$ cat src/rtl/pipeline_hazard_ctrl_pkg.sv
// Shared types and constants for the pipeline hazard controller.
// Holds the memory-wait FSM states and the forward-select encodings.
package pipeline_hazard_ctrl_pkg;

  typedef enum logic {
    RUN      = 1'b0,
    MEM_WAIT = 1'b1
  } mem_state_e;

  // bit1 = forward, bit0 = source is MEM (1) or WB (0)
  localparam logic [1:0] FWD_REGFILE = 2'b00;
  localparam logic [1:0] FWD_WB      = 2'b10;
  localparam logic [1:0] FWD_MEM     = 2'b11;

  localparam int CNT_W = 4;

endpackage

$ cat src/rtl/pipeline_hazard_ctrl_fwd_select.sv
// Operand bypass selection for one EX source register.
// A younger producer in MEM always wins over an older one in WB.
module fwd_select
  import pipeline_hazard_ctrl_pkg::*;
#(
  parameter int REG_ADDR_W = 5
) (
  input  logic [REG_ADDR_W-1:0] src,
  input  logic                  mem_vld,
  input  logic                  mem_we,
  input  logic [REG_ADDR_W-1:0] mem_rd,
  input  logic                  wb_vld,
  input  logic                  wb_we,
  input  logic [REG_ADDR_W-1:0] wb_rd,
  output logic [1:0]            sel
);

  logic mem_hit;
  logic wb_hit;

  // Register 0 is hard-wired, so a write to it never produces a bypass.
  assign mem_hit = mem_vld & mem_we & (mem_rd != '0) & (mem_rd == src);
  assign wb_hit  = wb_vld & wb_we & (wb_rd != '0) & (wb_rd == src);

  always_comb begin
    sel = FWD_REGFILE;
    if (mem_hit) begin
      sel = FWD_MEM;
    end else if (wb_hit) begin
      sel = FWD_WB;
    end
  end

endmodule

$ cat src/rtl/pipeline_hazard_ctrl.sv
// Five-stage pipeline hazard controller: stage enables, flushes, valid tracking,
// load-use bubbles, branch redirects, data-memory wait states and forwarding.
module pipeline_hazard_ctrl
  import pipeline_hazard_ctrl_pkg::*;
#(
  parameter int REG_ADDR_W   = 5,
  parameter int DMEM_LAT     = 0,
  parameter int BRANCH_STAGE = 3
) (
  input  logic                  clk,
  input  logic                  srst,
  input  logic                  enable,
  input  logic [REG_ADDR_W-1:0] id_rs,
  input  logic [REG_ADDR_W-1:0] id_rt,
  input  logic                  id_uses_rs,
  input  logic                  id_uses_rt,
  input  logic [REG_ADDR_W-1:0] ex_rs,
  input  logic [REG_ADDR_W-1:0] ex_rt,
  input  logic [REG_ADDR_W-1:0] ex_rd,
  input  logic                  ex_reg_write,
  input  logic                  ex_mem_read,
  input  logic [REG_ADDR_W-1:0] mem_rd,
  input  logic                  mem_reg_write,
  input  logic                  mem_access,
  input  logic [REG_ADDR_W-1:0] wb_rd,
  input  logic                  wb_reg_write,
  input  logic                  redirect,
  output logic                  pc_en,
  output logic                  ifid_en,
  output logic                  idex_en,
  output logic                  exmem_en,
  output logic                  memwb_en,
  output logic                  ifid_flush,
  output logic                  idex_flush,
  output logic                  exmem_flush,
  output logic [1:0]            forward_rs,
  output logic [1:0]            forward_rt,
  output logic                  valid_id,
  output logic                  valid_ex,
  output logic                  valid_mem,
  output logic                  valid_wb,
  output logic                  load_use_stall,
  output logic                  mem_busy
);

  localparam bit               BR_AT_MEM = (BRANCH_STAGE == 3);
  localparam bit               HAS_WAIT  = (DMEM_LAT > 0);
  localparam bit               LAT_ONE   = (DMEM_LAT == 1);
  localparam logic [CNT_W-1:0] LAT_M1    = CNT_W'((DMEM_LAT > 0) ? DMEM_LAT - 1 : 0);

  mem_state_e       state, state_nxt;
  logic [CNT_W-1:0] cnt, cnt_nxt, cnt_dec;
  logic             served, served_nxt;
  logic             vld_id_nxt, vld_ex_nxt, vld_mem_nxt, vld_wb_nxt;
  logic             redirect_hit, load_use, mem_start;
  logic             unused_ex_reg_write;

  // The EX write flag only matters once the instruction reaches MEM or WB.
  assign unused_ex_reg_write = ex_reg_write;

  assign redirect_hit = redirect & (BR_AT_MEM ? valid_mem : valid_ex);
  assign load_use     = valid_id & valid_ex & ex_mem_read & (ex_rd != '0) &
                        ((id_uses_rs & (id_rs == ex_rd)) | (id_uses_rt & (id_rt == ex_rd)));
  assign mem_start    = HAS_WAIT & valid_mem & mem_access & ~served;
  assign cnt_dec      = cnt - CNT_W'(1);

  always_comb begin
    pc_en          = 1'b0;
    ifid_en        = 1'b0;
    idex_en        = 1'b0;
    exmem_en       = 1'b0;
    memwb_en       = 1'b0;
    ifid_flush     = 1'b0;
    idex_flush     = 1'b0;
    exmem_flush    = 1'b0;
    load_use_stall = 1'b0;
    mem_busy       = 1'b0;
    state_nxt      = state;
    cnt_nxt        = cnt;
    served_nxt     = served;
    vld_id_nxt     = valid_id;
    vld_ex_nxt     = valid_ex;
    vld_mem_nxt    = valid_mem;
    vld_wb_nxt     = valid_wb;

    if (!srst) begin
      if (!enable) begin
        mem_busy = (state == MEM_WAIT);
      end else if (state == MEM_WAIT) begin
        // Redirects and load-use hazards wait here and are re-evaluated on release.
        mem_busy = 1'b1;
        cnt_nxt  = cnt_dec;
        if (cnt_dec == '0) begin
          state_nxt  = RUN;
          served_nxt = 1'b1;
        end
      end else if (mem_start) begin
        // The entry cycle is the first of the DMEM_LAT stall cycles.
        mem_busy = 1'b1;
        if (LAT_ONE) begin
          served_nxt = 1'b1;
        end else begin
          state_nxt = MEM_WAIT;
          cnt_nxt   = LAT_M1;
        end
      end else begin
        pc_en       = 1'b1;
        ifid_en     = 1'b1;
        idex_en     = 1'b1;
        exmem_en    = 1'b1;
        memwb_en    = 1'b1;
        served_nxt  = 1'b0;
        vld_wb_nxt  = valid_mem;
        if (redirect_hit) begin
          ifid_flush  = 1'b1;
          idex_flush  = 1'b1;
          exmem_flush = BR_AT_MEM;
          vld_id_nxt  = 1'b0;
          vld_ex_nxt  = 1'b0;
          vld_mem_nxt = BR_AT_MEM ? 1'b0 : valid_ex;
        end else if (load_use) begin
          pc_en          = 1'b0;
          ifid_en        = 1'b0;
          idex_flush     = 1'b1;
          load_use_stall = 1'b1;
          vld_ex_nxt     = 1'b0;
          vld_mem_nxt    = valid_ex;
        end else begin
          vld_id_nxt  = 1'b1;
          vld_ex_nxt  = valid_id;
          vld_mem_nxt = valid_ex;
        end
      end
    end
  end

  // Stage boundary: control state and per-stage valid bits.
  always_ff @(posedge clk) begin
    if (srst) begin
      state     <= RUN;
      cnt       <= '0;
      served    <= 1'b0;
      valid_id  <= 1'b0;
      valid_ex  <= 1'b0;
      valid_mem <= 1'b0;
      valid_wb  <= 1'b0;
    end else begin
      state     <= state_nxt;
      cnt       <= cnt_nxt;
      served    <= served_nxt;
      valid_id  <= vld_id_nxt;
      valid_ex  <= vld_ex_nxt;
      valid_mem <= vld_mem_nxt;
      valid_wb  <= vld_wb_nxt;
    end
  end

  fwd_select #(.REG_ADDR_W(REG_ADDR_W)) u_fwd_rs (
    .src     (ex_rs),
    .mem_vld (valid_mem),
    .mem_we  (mem_reg_write),
    .mem_rd  (mem_rd),
    .wb_vld  (valid_wb),
    .wb_we   (wb_reg_write),
    .wb_rd   (wb_rd),
    .sel     (forward_rs)
  );

  fwd_select #(.REG_ADDR_W(REG_ADDR_W)) u_fwd_rt (
    .src     (ex_rt),
    .mem_vld (valid_mem),
    .mem_we  (mem_reg_write),
    .mem_rd  (mem_rd),
    .wb_vld  (valid_wb),
    .wb_we   (wb_reg_write),
    .wb_rd   (wb_rd),
    .sel     (forward_rt)
  );

endmodule

$ cat config.mk
export PLATFORM = sky130hd
export DESIGN_NAME = pipeline_hazard_ctrl
export DESIGN_NICKNAME = d
export VERILOG_FILES = /design/src/rtl/pipeline_hazard_ctrl_pkg.sv /design/src/rtl/pipeline_hazard_ctrl_fwd_select.sv /design/src/rtl/pipeline_hazard_ctrl.sv
export SDC_FILE = /design/constraint.sdc
export NUM_CORES = 1
export LEC_CHECK = 0
export ABC_AREA = 0
export BUFFER_PORTS_ARGS = -buffer_cell sky130_fd_sc_hd__buf_2
export CELL_PAD_IN_SITES_DETAIL_PLACEMENT = 1
export CELL_PAD_IN_SITES_GLOBAL_PLACEMENT = 1
export CORE_ASPECT_RATIO = 2
export CORE_MARGIN = 2
export CORE_UTILIZATION = 27
export CTS_BUF_LIST = sky130_fd_sc_hd__clkbuf_16
export CTS_CLUSTER_SIZE = 8
export DETAILED_ROUTE_END_ITERATION = 7
export MAX_ROUTING_LAYER = met4
export PLACE_DENSITY_LB_ADDON = 0.1
export SETUP_SLACK_MARGIN = 0.05
export SLEW_MARGIN = 20
export SYNTH_ARGS = -nofsm -noshare
export SYNTH_HDL_FRONTEND = slang
export SYNTH_SLANG_ARGS = --single-unit
export TNS_END_PERCENT = 100
$ cat constraint.sdc
create_clock -name clk -period 2.1 [get_ports clk]
set_input_delay 0.42 -clock clk [delete_from_list [all_inputs] [get_ports clk]]
set_output_delay 0.42 -clock clk [all_outputs]
set_load 0.005 [all_outputs]
Yosys cells after proc, flatten, opt, wreduce, memory -nomap -nowiden
Cells that the tools add are included.
W data, S select, Z words.
{"block": "classes", "add_sub_neg": 1, "eq_ne": 7, "n_mux": 35, "bitwise": 17, "reduce_logical": 7}
{"operator": "$mux W1", "n": 31}
{"operator": "$eq A5 B5 Y1", "n": 6}
{"operator": "$and A1 B1 Y1", "n": 15}
{"operator": "$reduce_bool A5 Y1", "n": 3}
{"operator": "$mux W2", "n": 4}
{"operator": "$logic_not A4 Y1", "n": 1}
{"operator": "$reduce_and A2 Y1", "n": 2}
{"operator": "$sub A4 B1 Y4 const B", "n": 1}
{"operator": "$reduce_and A3 Y1", "n": 1}
{"operator": "$ne A2 B2 Y1 const B", "n": 1}
{"operator": "$not A1 Y1", "n": 1}
{"operator": "$or A1 B1 Y1", "n": 1}
{"block": "word_totals", "regBits": 9, "inputBits": 46}

Depth between registers and ports, before layout
{"block": "logic_depth", "ltp_word": 9, "depth_mapped": 6}

By module
From an unflattened synthesis, not the netlist that was laid out.
{"block": "unflattened", "cells_unflattened": 117, "area_unflattened_um2": 907.1}
{"module": "pipeline_hazard_ctrl", "instances": 1, "cells_each": 73, "area_per_inst_um2": 596.8, "seq_area_each_um2": 180.2}
{"module": "fwd_select", "instances": 2, "cells_each": 22, "area_per_inst_um2": 155.1, "seq_area_each_um2": 0.0}

Worst setup path before layout
OpenSTA, ideal clock, no wires.
{"block": "synth_path", "path_kind": "input to output", "from": "input ex_rd[1]", "to": "output pc_en", "arrival_ns": 1.601, "t_required_ns": 1.680, "setup_slack_ns": 0.079, "cell_stages": 5, "path_cell_list": "or4_1 -> o2111ai_1 -> a21oi_1 -> a21boi_0 -> buf_4"}
{"block": "synth_via", "elab_chain_cells": 9}
{"element": "start, declared", "line_no": "pipeline_hazard_ctrl.sv:19", "text": "input logic [REG_ADDR_W-1:0] ex_rd,"}
{"element": "$eq A5 B5 Y1", "line_no": "pipeline_hazard_ctrl.sv:63", "text": "((id_uses_rs & (id_rs == ex_rd)) | (id_uses_rt & (id_rt == ex_rd)));"}
{"element": "$and A1 B1 Y1", "line_no": "pipeline_hazard_ctrl.sv:63"}
{"element": "$or A1 B1 Y1", "line_no": "pipeline_hazard_ctrl.sv:63"}
{"element": "$and A1 B1 Y1 *", "line_no": "pipeline_hazard_ctrl.sv:62", "text": "assign load_use = valid_id & valid_ex & ex_mem_read & (ex_rd != '0) &"}
{"element": "$mux W1 * (5 in series)"}
{"element": "end, declared", "line_no": "pipeline_hazard_ctrl.sv:28", "text": "output logic pc_en,"}
Every way passes the cells marked *; elsewhere a longest branch is shown, timed or not.

Worst setup path in the final report
{"block": "layout_path", "from": "input mem_rd[3]", "to": "output forward_rt[1]"}
{"block": "layout_via", "elab_chain_cells": 4}
{"element": "start, declared", "line_no": "pipeline_hazard_ctrl.sv:22", "text": "input logic [REG_ADDR_W-1:0] mem_rd,"}
{"element": "$reduce_bool A5 Y1", "line_no": "pipeline_hazard_ctrl_fwd_select.sv:22", "text": "assign mem_hit = mem_vld & mem_we & (mem_rd != '0) & (mem_rd == src);"}
{"element": "$and A1 B1 Y1", "line_no": "pipeline_hazard_ctrl_fwd_select.sv:22"}
{"element": "$and A1 B1 Y1 *", "line_no": "pipeline_hazard_ctrl_fwd_select.sv:22"}
{"element": "$mux W2 *", "line_no": "pipeline_hazard_ctrl_fwd_select.sv:27", "text": "if (mem_hit) begin"}
{"element": "end, declared", "line_no": "pipeline_hazard_ctrl.sv:37", "text": "output logic [1:0] forward_rt,"}
Marks and branches as above.

==> run_results.csv <==
group,metric,value,unit
synth,yosys.area.top_type_share,0.2043,
cts,cts_max_path_buffers,2,
setup_path,rrSetupSlack,0.92,ns
placed_design,dpl.cell_count,203,
synth,syn_avg_cell_area,8.322,sq um
sta,finalCritPeriodShare,1.004,
global_routing,top_usage_layer,"met2",
sta,min_period,2.109,ns
synth,syn_inst,106,
global_routing,grt_antenna_before_repair,0,
cts,htreeDepth,1,
sta,fin_skew,0.002490,ns
synth,ys_ff_latch,9,
finish,nFillCells,387,
floorplanning,fp.dieH,84.83,um
finish,drive_above_1_share,0.5254,
power,report.power.total,0.6937,mW
run_status,violations,"setup timing",
floorplanning,row_count,29,
sta,timing.final.hold_violations,0,
hold_path,worstHoldPathType,"in2reg",
setup_path,r2r_end,"state",
floorplanning,die_w,44.42,um
synth,synth.distinct_cells,27,
global_routing,grt.met3_usage,0.02128,
sta,setup_slack,-0.008696,ns
floorplanning,ios,64,
sta,setup_viol,1,
run,max_cap_viol_count,0,
detailed_routing,firstDrtPassIters,4,
sta,maxSlewHeadroom,0.7580,
setup_path,cp-end-kind,"primary output",
finish,multi_input_area,740.7,sq um
finish,area_delta_synth_final,71.63,%
global_routing,grt_usage,0.1767,
synth,syn_area,882.1,sq um
run_status,status,"finished with violations",
finish,num_antenna_cells,0,
global_routing,grt_pass1_vias,1106,
setup_path,start_kind,"input pin",
finish,final_cells,208,
detailed_routing,wire_per_inst,15.00,um
cts,clk_pin_slew_worst_paths,0.04,ns
cts,cts_buffers,3,
detailed_routing,vias_per_cell,4.918,
placed_design,dpl_worst_slack,-0.07774,ns
cts,clock-sinks,9,
synth,synth_nets,154,
cts,clock_latency,0.23,ns
hold_path,min_to,"state",
synth,synth.largest_area_cell,"dfxtp_1",
setup_path,reg2reg_depth,5,
placed_design,dpl.hpwl,2.588,mm
hold_path,min_delay_path_depth,3,
floorplanning,start_util,0.2794,
setup_path,cp.arrival,1.69,ns
setup_path,r2r-start,"cnt[0]",
detailed_routing,drt_iter0_drc,15,
sta,worst_slew_pin_slew,0.3617,ns
synth,synth_warnings,0,
detailed_routing,drt-total-wl,3.119,mm
finish,register_area,180.2,sq um
hold_path,min-delay-start,"enable",
sta,rsz0062_at_grt,"yes",
setup_path,critPathKind,"in2out",
setup_path,required,1.68,ns
finish,nNetsFinal,226,
finish,final_cell_mix,"53 x buf_2, 19 x xor2_1, 15 x xnor2_1, 14 x buf_4, 10 x nor2_1",
detailed_routing,route.detailed.drc,0,
power,ir_drop,0.4256,mV
placed_design,numPortBuffers,61,
power,power_density,458.2,nW/um^2
cts,cts_root_buffer,"clkbuf_16",
placed_design,finalWeightedCongestion,0.8634,
global_routing,grtUsageMet1,0.1706,
detailed_routing,vias,1023,
sta,finalMaxSlewViolations,0,
floorplanning,die_area,3768,sq um
floorplanning,coreArea,3157,sq um
global_routing,grt_overflow_total,0,
cts,cts_tree,"yes",
global_routing,grt_use_met2,0.3436,
synth,synthTopCellsByArea,"dfxtp_1 20%, xor2_1 20%, xnor2_1 15%",
power,leakage,0.7078,nW
global_routing,grt_pass1_wl,4.954,mm
detailed_routing,ant_nets,0,
synth,seq_area_frac_synth,0.2043,
global_routing,grt_max_degree,11,
finish,layout_commonest_cell,"buf_2",
sta,fmax,474.2,MHz
setup_path,critPathMaxFanout,2,
## routing by layer
metal	vias up	part of all wire	wire [um]
met1	484	0.33	1039
met4	0	0.013	39
met3	6	0.043	133
met5	-	0	0
li1	500	-	-
met2	33	0.61	1907
## what timing repair did
action,4_1_cts,5_1_grt
pin swaps,10,13
buffers inserted,0,1
gates resized for setup,18,11
gates cloned,0,0
setup endpoints to repair,8,8
hold buffers,0,0
## synth_stat cells
cell / count
nor3_1: 2
nand3b_1: 1
nor2b_1: 2
o211ai_2: 2
buf_4: 6
nor4_1: 4
or4_1: 3
dfxtp_1: 9
nor2_1: 10
clkbuf_1: 2
o21ai_0: 1
ha_1: 2
o2111ai_1: 1
inv_1: 3
a31o_1: 2
and3_1: 1
nand3_1: 7
xnor2_1: 15
a21oi_1: 3
xor2_1: 20
a21boi_0: 1
a22oi_1: 1
nand2_1: 2
nor4_2: 2
mux2i_1: 1
nand2b_1: 1
o21a_1: 2
## metrics by stage
step                        util  hold slack, ns  cell area (sq um)   TNS (ns)
after floorplan                -          0.4780              882.1          0
after global placement    0.4027          0.5188               1271    -0.2125
after detailed placement  0.4027          0.5222               1271    -0.3498
after CTS                 0.4542          0.5208               1434   -0.05798
after global routing      0.4796          0.5486               1514    -0.1360
final                     0.4796          0.5192               1514  -0.008696
## state kept, by name (all words and copies together), names as in the netlist
register   cells
valid_wb       1
cnt            4
valid_ex       1
valid_mem      1
state          1
valid_id       1
## worst max-delay path, stage by stage
cell	delay, ns
buf_2	0.11
or4_4	0.53
o211ai_4	0.24
nor4_2	0.07
a31o_1	0.19
buf_2	0.12
## area by class of cell
cell class              count  share of cell area
clock inverters             1            0.002479
multi-input cells          86              0.4893
clock buffers               3             0.04959
repair buffers             75              0.3066
inverters                   3            0.007438
flip-flops and latches      9              0.1190
well taps                  31             0.02562
## worst max-delay path by stage
| stage | start | to | slack, ns | cells past startpoint |
|---|---|---|---|---|
| 4_1_cts | mem_rd[4] | forward_rt[1] | -0.03 | 6 |
| 2_1_floorplan | ex_rd[1] | pc_en | 0.08 | 5 |
| 3_5_place_dp | ex_rd[2] | pc_en | -0.08 | 6 |
| 6_report | mem_rd[3] | forward_rt[1] | -0.009 | 6 |
| 5_1_grt | wb_rd[2] | forward_rt[1] | -0.06 | 6 |
| 3_3_place_gp | mem_rd[0] | forward_rt[1] | -0.07 | 6 |
## logic make-up after synthesis
| kind of cell | share of synthesized area |
|---|---|
| xor+xnor | 0.3475 |
| fa+ha+maj | 0.02836 |
| compound gates | 0.1149 |
| mux | 0.01135 |
| flops | 0.2043 |
| simple gates | 0.2213 |
| buf+inv | 0.07234 |
## power by group
part / total [mW] / leakage (nW) / internal, mW / switching [mW]
clock network: 0.333 / 0.0423 / 0.249 / 0.0841
registers: 0.179 / 0.0729 / 0.175 / 0.00443
logic: 0.182 / 0.593 / 0.0939 / 0.0877
No activity file was read; power rests on OpenSTA's default activity.
